$ cat src/rtl/sprite_fetch_ctrl_pkg.sv
// Shared constants and types for the duck-layer sprite fetch controller.
package sprite_fetch_ctrl_pkg;

  localparam int H_ACTIVE   = 640;
  localparam int V_ACTIVE   = 480;
  localparam int SPR_W      = 124;
  localparam int SPR_H      = 162;
  localparam int FRAME_SIZE = SPR_W * SPR_H;

  typedef enum logic [1:0] {
    WAIT_TOP  = 2'd0,
    IN_SPRITE = 2'd1,
    DONE      = 2'd2
  } fetch_state_t;

  typedef struct packed {
    logic [9:0] x;
    logic [9:0] y;
    logic       frame;
    logic       en;
  } sprite_pos_t;

endpackage

$ cat src/rtl/sprite_fetch_ctrl_shadow.sv
// Shadow/active sprite position registers with a valid/ready update port.
// Updates land in the shadow and are copied to the active set only on commit.
module sprite_pos_shadow
  import sprite_fetch_ctrl_pkg::*;
(
  input  logic        clk,
  input  logic        reset,
  input  sprite_pos_t req,
  input  logic        req_valid,
  output logic        req_ready,
  input  logic        commit,
  output logic [9:0]  act_x,
  output logic [9:0]  act_y,
  output logic        act_en,
  output logic        next_frame
);

  sprite_pos_t shadow;
  sprite_pos_t active;
  logic        full;

  // Capture an update into the empty shadow, or promote a full shadow at commit.
  always_ff @(posedge clk) begin
    if (reset) begin
      shadow <= '0;
      active <= '0;
      full   <= 1'b0;
    end else if (commit && full) begin
      active <= shadow;
      full   <= 1'b0;
    end else if (req_valid && !full) begin
      shadow <= req;
      full   <= 1'b1;
    end
  end

  assign req_ready  = !full;
  assign act_x      = active.x;
  assign act_y      = active.y;
  assign act_en     = active.en;
  // Frame that will be active once the current commit has taken effect.
  assign next_frame = full ? shadow.frame : active.frame;

endmodule

$ cat src/rtl/sprite_fetch_ctrl.sv
// Turns VGA counters into a sprite ROM address stream plus a draw strobe
// aligned with the ROM's registered output (two cycles after the pixel).
module sprite_fetch_ctrl #(
  parameter int SPR_W    = sprite_fetch_ctrl_pkg::SPR_W,
  parameter int SPR_H    = sprite_fetch_ctrl_pkg::SPR_H,
  parameter int H_ACTIVE = sprite_fetch_ctrl_pkg::H_ACTIVE,
  parameter int V_ACTIVE = sprite_fetch_ctrl_pkg::V_ACTIVE,
  parameter int ADDR_W   = 16
) (
  input  logic              vga_clk,
  input  logic              reset,
  input  logic [9:0]        hcount,
  input  logic [9:0]        vcount,
  input  logic [9:0]        pos_x,
  input  logic [9:0]        pos_y,
  input  logic              pos_frame,
  input  logic              pos_en,
  input  logic              pos_valid,
  output logic              pos_ready,
  output logic [ADDR_W-1:0] rom_addr,
  output logic              draw,
  output logic              frame_tick
);

  import sprite_fetch_ctrl_pkg::*;

  localparam logic [10:0]       H_END        = 11'(H_ACTIVE);
  localparam logic [10:0]       V_END        = 11'(V_ACTIVE);
  localparam logic [10:0]       SPR_W11      = 11'(SPR_W);
  localparam logic [10:0]       LAST_ROW_OFS = 11'(SPR_H - 1);
  localparam logic [ADDR_W-1:0] ROW_STEP     = ADDR_W'(SPR_W);
  localparam logic [ADDR_W-1:0] FRAME_BASE   = ADDR_W'(SPR_W * SPR_H);

  fetch_state_t      state;
  fetch_state_t      state_next;
  logic [ADDR_W-1:0] row_base;
  logic [ADDR_W-1:0] row_base_next;
  logic [ADDR_W-1:0] pix_addr;
  logic              hit_d;

  sprite_pos_t       req;
  logic [9:0]        act_x;
  logic [9:0]        act_y;
  logic              act_en;
  logic              next_frame;

  logic [10:0]       h11;
  logic [10:0]       v11;
  logic [10:0]       x11;
  logic [10:0]       y11;
  logic              commit;
  logic              line_end;
  logic              direct_entry;
  logic              in_sprite;
  logic              hit;

  assign req = '{x: pos_x, y: pos_y, frame: pos_frame, en: pos_en};

  sprite_pos_shadow u_shadow (
    .clk        (vga_clk),
    .reset      (reset),
    .req        (req),
    .req_valid  (pos_valid),
    .req_ready  (pos_ready),
    .commit     (commit),
    .act_x      (act_x),
    .act_y      (act_y),
    .act_en     (act_en),
    .next_frame (next_frame)
  );

  // All comparisons run at 11 bits so x+SPR_W and vcount+1 cannot wrap.
  assign h11 = {1'b0, hcount};
  assign v11 = {1'b0, vcount};
  assign x11 = {1'b0, act_x};
  assign y11 = {1'b0, act_y};

  assign commit   = (h11 == 11'd0) && (v11 == V_END);
  assign line_end = (h11 == H_END);

  // A sprite at y==0 has no preceding line end to arm it after commit, so it
  // is entered at the very start of its first line instead.
  assign direct_entry = (state == WAIT_TOP) && (h11 == 11'd0) && (v11 == y11) && !commit;
  assign in_sprite    = (state == IN_SPRITE) || direct_entry;

  assign hit = in_sprite && act_en &&
               (h11 >= x11) && (h11 < x11 + SPR_W11) &&
               (h11 < H_END) && (v11 < V_END);

  assign pix_addr = row_base + ADDR_W'(h11 - x11);

  // Next-state and row-base update: commit restarts, line ends advance.
  always_comb begin
    state_next    = state;
    row_base_next = row_base;
    if (commit) begin
      state_next    = WAIT_TOP;
      row_base_next = next_frame ? FRAME_BASE : '0;
    end else begin
      case (state)
        WAIT_TOP: begin
          if (direct_entry) begin
            state_next = IN_SPRITE;
          end else if (line_end && (v11 + 11'd1 == y11)) begin
            state_next = IN_SPRITE;
          end
        end
        IN_SPRITE: begin
          if (line_end) begin
            row_base_next = row_base + ROW_STEP;
            if (v11 == y11 + LAST_ROW_OFS) begin
              state_next = DONE;
            end
          end
        end
        DONE: begin
          state_next = DONE;
        end
        default: begin
          state_next = WAIT_TOP;
        end
      endcase
    end
  end

  // Sequencer state and current sprite row base.
  always_ff @(posedge vga_clk) begin
    if (reset) begin
      state    <= WAIT_TOP;
      row_base <= '0;
    end else begin
      state    <= state_next;
      row_base <= row_base_next;
    end
  end

  // Two-stage alignment: address and hit first, then draw with the ROM data.
  always_ff @(posedge vga_clk) begin
    if (reset) begin
      rom_addr <= '0;
      hit_d    <= 1'b0;
      draw     <= 1'b0;
    end else begin
      hit_d <= hit;
      draw  <= hit_d;
      if (hit) begin
        rom_addr <= pix_addr;
      end
    end
  end

  assign frame_tick = commit && !reset;

endmodule

$ cat config.mk
export PLATFORM = sky130hd
export DESIGN_NAME = sprite_fetch_ctrl
export DESIGN_NICKNAME = d
export VERILOG_FILES = /design/src/rtl/sprite_fetch_ctrl_pkg.sv /design/src/rtl/sprite_fetch_ctrl_shadow.sv /design/src/rtl/sprite_fetch_ctrl.sv
export SDC_FILE = /design/constraint.sdc
export NUM_CORES = 1
export LEC_CHECK = 0
export CAP_MARGIN = 20
export CELL_PAD_IN_SITES_DETAIL_PLACEMENT = 0
export CELL_PAD_IN_SITES_GLOBAL_PLACEMENT = 1
export CORE_MARGIN = 2
export CORE_UTILIZATION = 39
export CTS_BUF_LIST = sky130_fd_sc_hd__clkbuf_16
export CTS_CLUSTER_SIZE = 14
export DETAILED_ROUTE_END_ITERATION = 10
export PLACE_DENSITY_LB_ADDON = 0.1
export SLEW_MARGIN = 20
export SYNTH_ARGS = -nofsm -noshare
export SYNTH_HDL_FRONTEND = slang
export SYNTH_HIERARCHICAL = 1
export SYNTH_SLANG_ARGS = --single-unit
$ cat constraint.sdc
create_clock -name vga_clk -period 3.65 [get_ports vga_clk]
set_input_delay 0.365 -clock vga_clk [delete_from_list [all_inputs] [get_ports vga_clk]]
set_output_delay 0.365 -clock vga_clk [all_outputs]
set_load 0.02 [all_outputs]
==> run_results.csv <==
group,metric,value,unit
outcome,outcome,"finished, final reports clean",
clocking,cts_buffer_depth,2,
synthesis,avgSynthCellArea,8.587,sq um
cells_and_area,diodes,0,
worst_setup_path,worst_ep_required_time,3850,ps
pwr,power_density,316.1,nW/um^2
detailed_routing,drtPass1Iterations,4,
placement,pre_cts_ws,-412.4,ps
cells_and_area,layoutNonFillerInstCount,929,
pwr,power.switching,0.5969,mW
worst_setup_path,end_kind,"flip-flop",
clocking,clk_pin_slew,70,ps
synthesis,syn_area,5642,sq um
placement,dp_cells,911,
placement,dp_hpwl,11040,um
pwr,switching_share,0.2705,
pwr,p_int,1.610,mW
sta,skew,7.860,ps
cells_and_area,layout.nets,829,
sta,setup_slack,314.2,ps
synthesis,synthTopCellsByArea,"dfxtp_1 (28%), ha_1 (8.6%), nand2b_1 (5.7%), xnor2_1 (5.6%), mux2i_1 (4.6%)",
grt,grt_usage,0.1848,
clocking,cts_buffers,9,
grt,grt_pass1_wl,23550,um
clocking,clock_latency,350,ps
synthesis,netlist.top_cell.by_area,"dfxtp_1",
synthesis,async_flop_share,0,
worst_setup_path,worst_ep_arrival_time,3540,ps
floorplanning,core-area,13990,sq um
cells_and_area,area_delta_synth_final,23.75,%
pwr,peakVddDrop,0.1833,mV
synthesis,ys_warn_count,6,
worst_setup_path,crit_type,"in2reg",
floorplanning,die_h,124.3,um
clocking,cts-root-buf,"clkbuf_16",
worst_hold_path,whs_path_depth,1,
placement,place.gp.congestion,0.9260,
floorplanning,io_pins,64,
sta,tightest_slew,948.4,ps
sta,slew_viol_final,0,
pwr,p_clk_frac,0.425,
synthesis,synth_top_area_frac,0.2803,
sta,hold_violations,0,
grt,grt_antenna_before_repair,0,
detailed_routing,wirelength,13880,um
synthesis,syn-instance-count,657,
placement,port_buffers,63,
cells_and_area,drive_gt1_frac,0.1348,
grt,grt_max_degree,88,
worst_setup_path,critical_path.max_fanout,3,
cells_and_area,n_fill_cell,1339,
synthesis,syn_nets,742,
worst_hold_path,hold_class,"reg2reg",
grt,grt_pass1_vias,4822,
cells_and_area,final_util,0.4991,
grt,gr-total-overflow,0,
floorplanning,initial_utilization,0.4033,
synthesis,ys.flop_type,"dfxtp_1",
clocking,h-tree-depth,3,
detailed_routing,avgViaCountPerCell,5.229,
worst_setup_path,ff2ff_path_depth,16,
detailed_routing,vias,4858,
pwr,pwr-share-seq,0.402,
detailed_routing,postRouteAntennaNets,0,
synthesis,synth_edf_count,0,
detailed_routing,wl_per_cell,14.94,um
floorplanning,core.rowCount,43,
worst_setup_path,cp-start-kind,"input port",
synthesis,ys_types,68,
pwr,pwr-share-comb,0.173,
sta,finalCriticalPeriod,3336,ps
synthesis,ys_ff_latch,79,
synthesis,yosysSeqAreaShare,0.2803,
pwr,leakage,2.809,nW
run,max_cap_violations,0,
sta,timing.fmax,299.8,MHz
sta,setup_viol_count_final,0,
sta,fin_crit_sh,0.9139,
clocking,clock_sinks,79,
floorplanning,fp.dieW,124.3,um
sta,rsz0062_at_grt,"no",
floorplanning,dieArea,15440,sq um
detailed_routing,drt_iter0_drc,252,
sta,relSlewSlack,0.3635,
sta,hold_ws,443.0,ps
detailed_routing,drc,0,
clocking,cts_tree,"yes",
sta,final.setup.tns,0,ps
## cells in the final DEF, fill, tap and decap left out, drive strengths merged, types with 23 or more instances in the layout
cell           netlist  final
inv                 31     33
ha                  39     39
nor2                35     35
xnor2               36     36
dfxtp               79     79
buf                 32     63
mux2i               26     26
nand2b              51     51
nand3               28     28
clkdlybuf4s50        0     60
xor2                23     23
a21oi               49     49
o21ai               47     47
## layer usage
metal / vias up / wire length [um] / global-route usage
met5: - / 0 / 0
met1: 2235 / 6584 / 0.2407
met3: 18 / 531 / 0.02749
met2: 101 / 6465 / 0.3079
li1: 2504 / - / -
met4: 0 / 294 / 0.07204
## synthesized netlist by cell type, drive strengths merged, types with 3 or more instances
cell and number:
xor2 23, nand2 21, nor4 6, and4 3
nand3 28, a211oi 13, o21bai 3, nand4bb 22
buf 32, nand4 9, and2 4, nand4b 4
nor3b 3, nor2b 7, dfxtp 79, or3 5
o21ai 47, clkbuf 17, nand2b 51, xnor2 36
a21oi 49, o21a 4, ha 39, and3 3
inv 31, a31oi 3, a21o 13, nor2 35
nor3 8, mux2i 26, a41oi 3
## stage by stage
stage                     instance area (sq um)  power (mW)
final                                      6982       2.207
after global routing                       6982       2.307
after CTS                                  6925       2.227
after detailed placement                   6616       1.283
after global placement                     6616       1.278
after floorplan                            5642       1.134
## flip-flops by register name, indices dropped and copies added, names as in the netlist
register / count
draw: 1
hit_d: 1
rom_addr: 16
row_base: 14
state: 2
u_shadow/act_en: 1
u_shadow/act_x: 10
u_shadow/act_y: 10
u_shadow/active: 1
u_shadow/full: 1
u_shadow/shadow: 22
## power groups by stage
stage | Sequential, mW | Combinational (mW) | Clock (mW)
after floorplan | 0.906 | 0.228 | 0
after global placement | 0.906 | 0.371 | 0
after detailed placement | 0.907 | 0.377 | 0
after CTS | 0.887 | 0.379 | 0.961
after global routing | 0.889 | 0.426 | 0.993
final | 0.887 | 0.381 | 0.938
## worst paths after layout
| check | start | endpoint | slack [ps] |
|---|---|---|---|
| setup / recovery | hcount[3] | rom_addr[15]$_SDFFE_PP0P_ | 310 |
| hold / removal | hit_d$_SDFF_PP0_ | draw$_SDFF_PP0_ | 440 |
| setup reg to reg | u_shadow/act_x[0]$_SDFFE_PP0P_ | rom_addr[15]$_SDFFE_PP0P_ | 320 |
| hold reg to reg | hit_d$_SDFF_PP0_ | draw$_SDFF_PP0_ | 440 |
## critical path, stage by stage
cell,delay [ps]
clkdlybuf4s50_1,460
ha_1,360
a21o_1,170
nand2_1,70
o211a_1,170
and3b_1,180
o21ai_0,140
nand2b_1,80
xor2_1,150
ha_1,310
a21o_1,180
a21oi_2,130
o31ai_2,90
a221o_1,330
a21oi_2,150
xnor2_1,120
a211oi_1,80
## kinds of logic after synthesis
| family | share of synthesized area |
|---|---|
| and+or+nand+nor | 0.2395 |
| AOI/OAI and AO/OA | 0.1699 |
| buffers and inverters | 0.07851 |
| DFF | 0.2803 |
| xor gates and xnor gates | 0.09292 |
| adders and majority gates | 0.09004 |
| muxes | 0.04813 |
| other | 0.0006647 |
## cell type report
cell class / count / area [sq um] / share of cell area
Clock buffer: 9 / 225.2 / 0.03226
Clock inverter: 7 / 80.08 / 0.01147
Multi-Input combinational cell: 498 / 3657 / 0.5238
Inverter: 31 / 116.4 / 0.01667
Sequential cell: 79 / 1582 / 0.2265
Timing Repair Buffer: 125 / 1096 / 0.1570
Tap cell: 180 / 225.2 / 0.03226
## timing repair
item,CTS,global route
pin swaps,1,4
buffers inserted,0,2
hold buffers,0,0
setup endpoints to repair,2,6
cloned,0,0
resized for setup,1,10
Note: power is estimated with default switching activity, not from simulation.
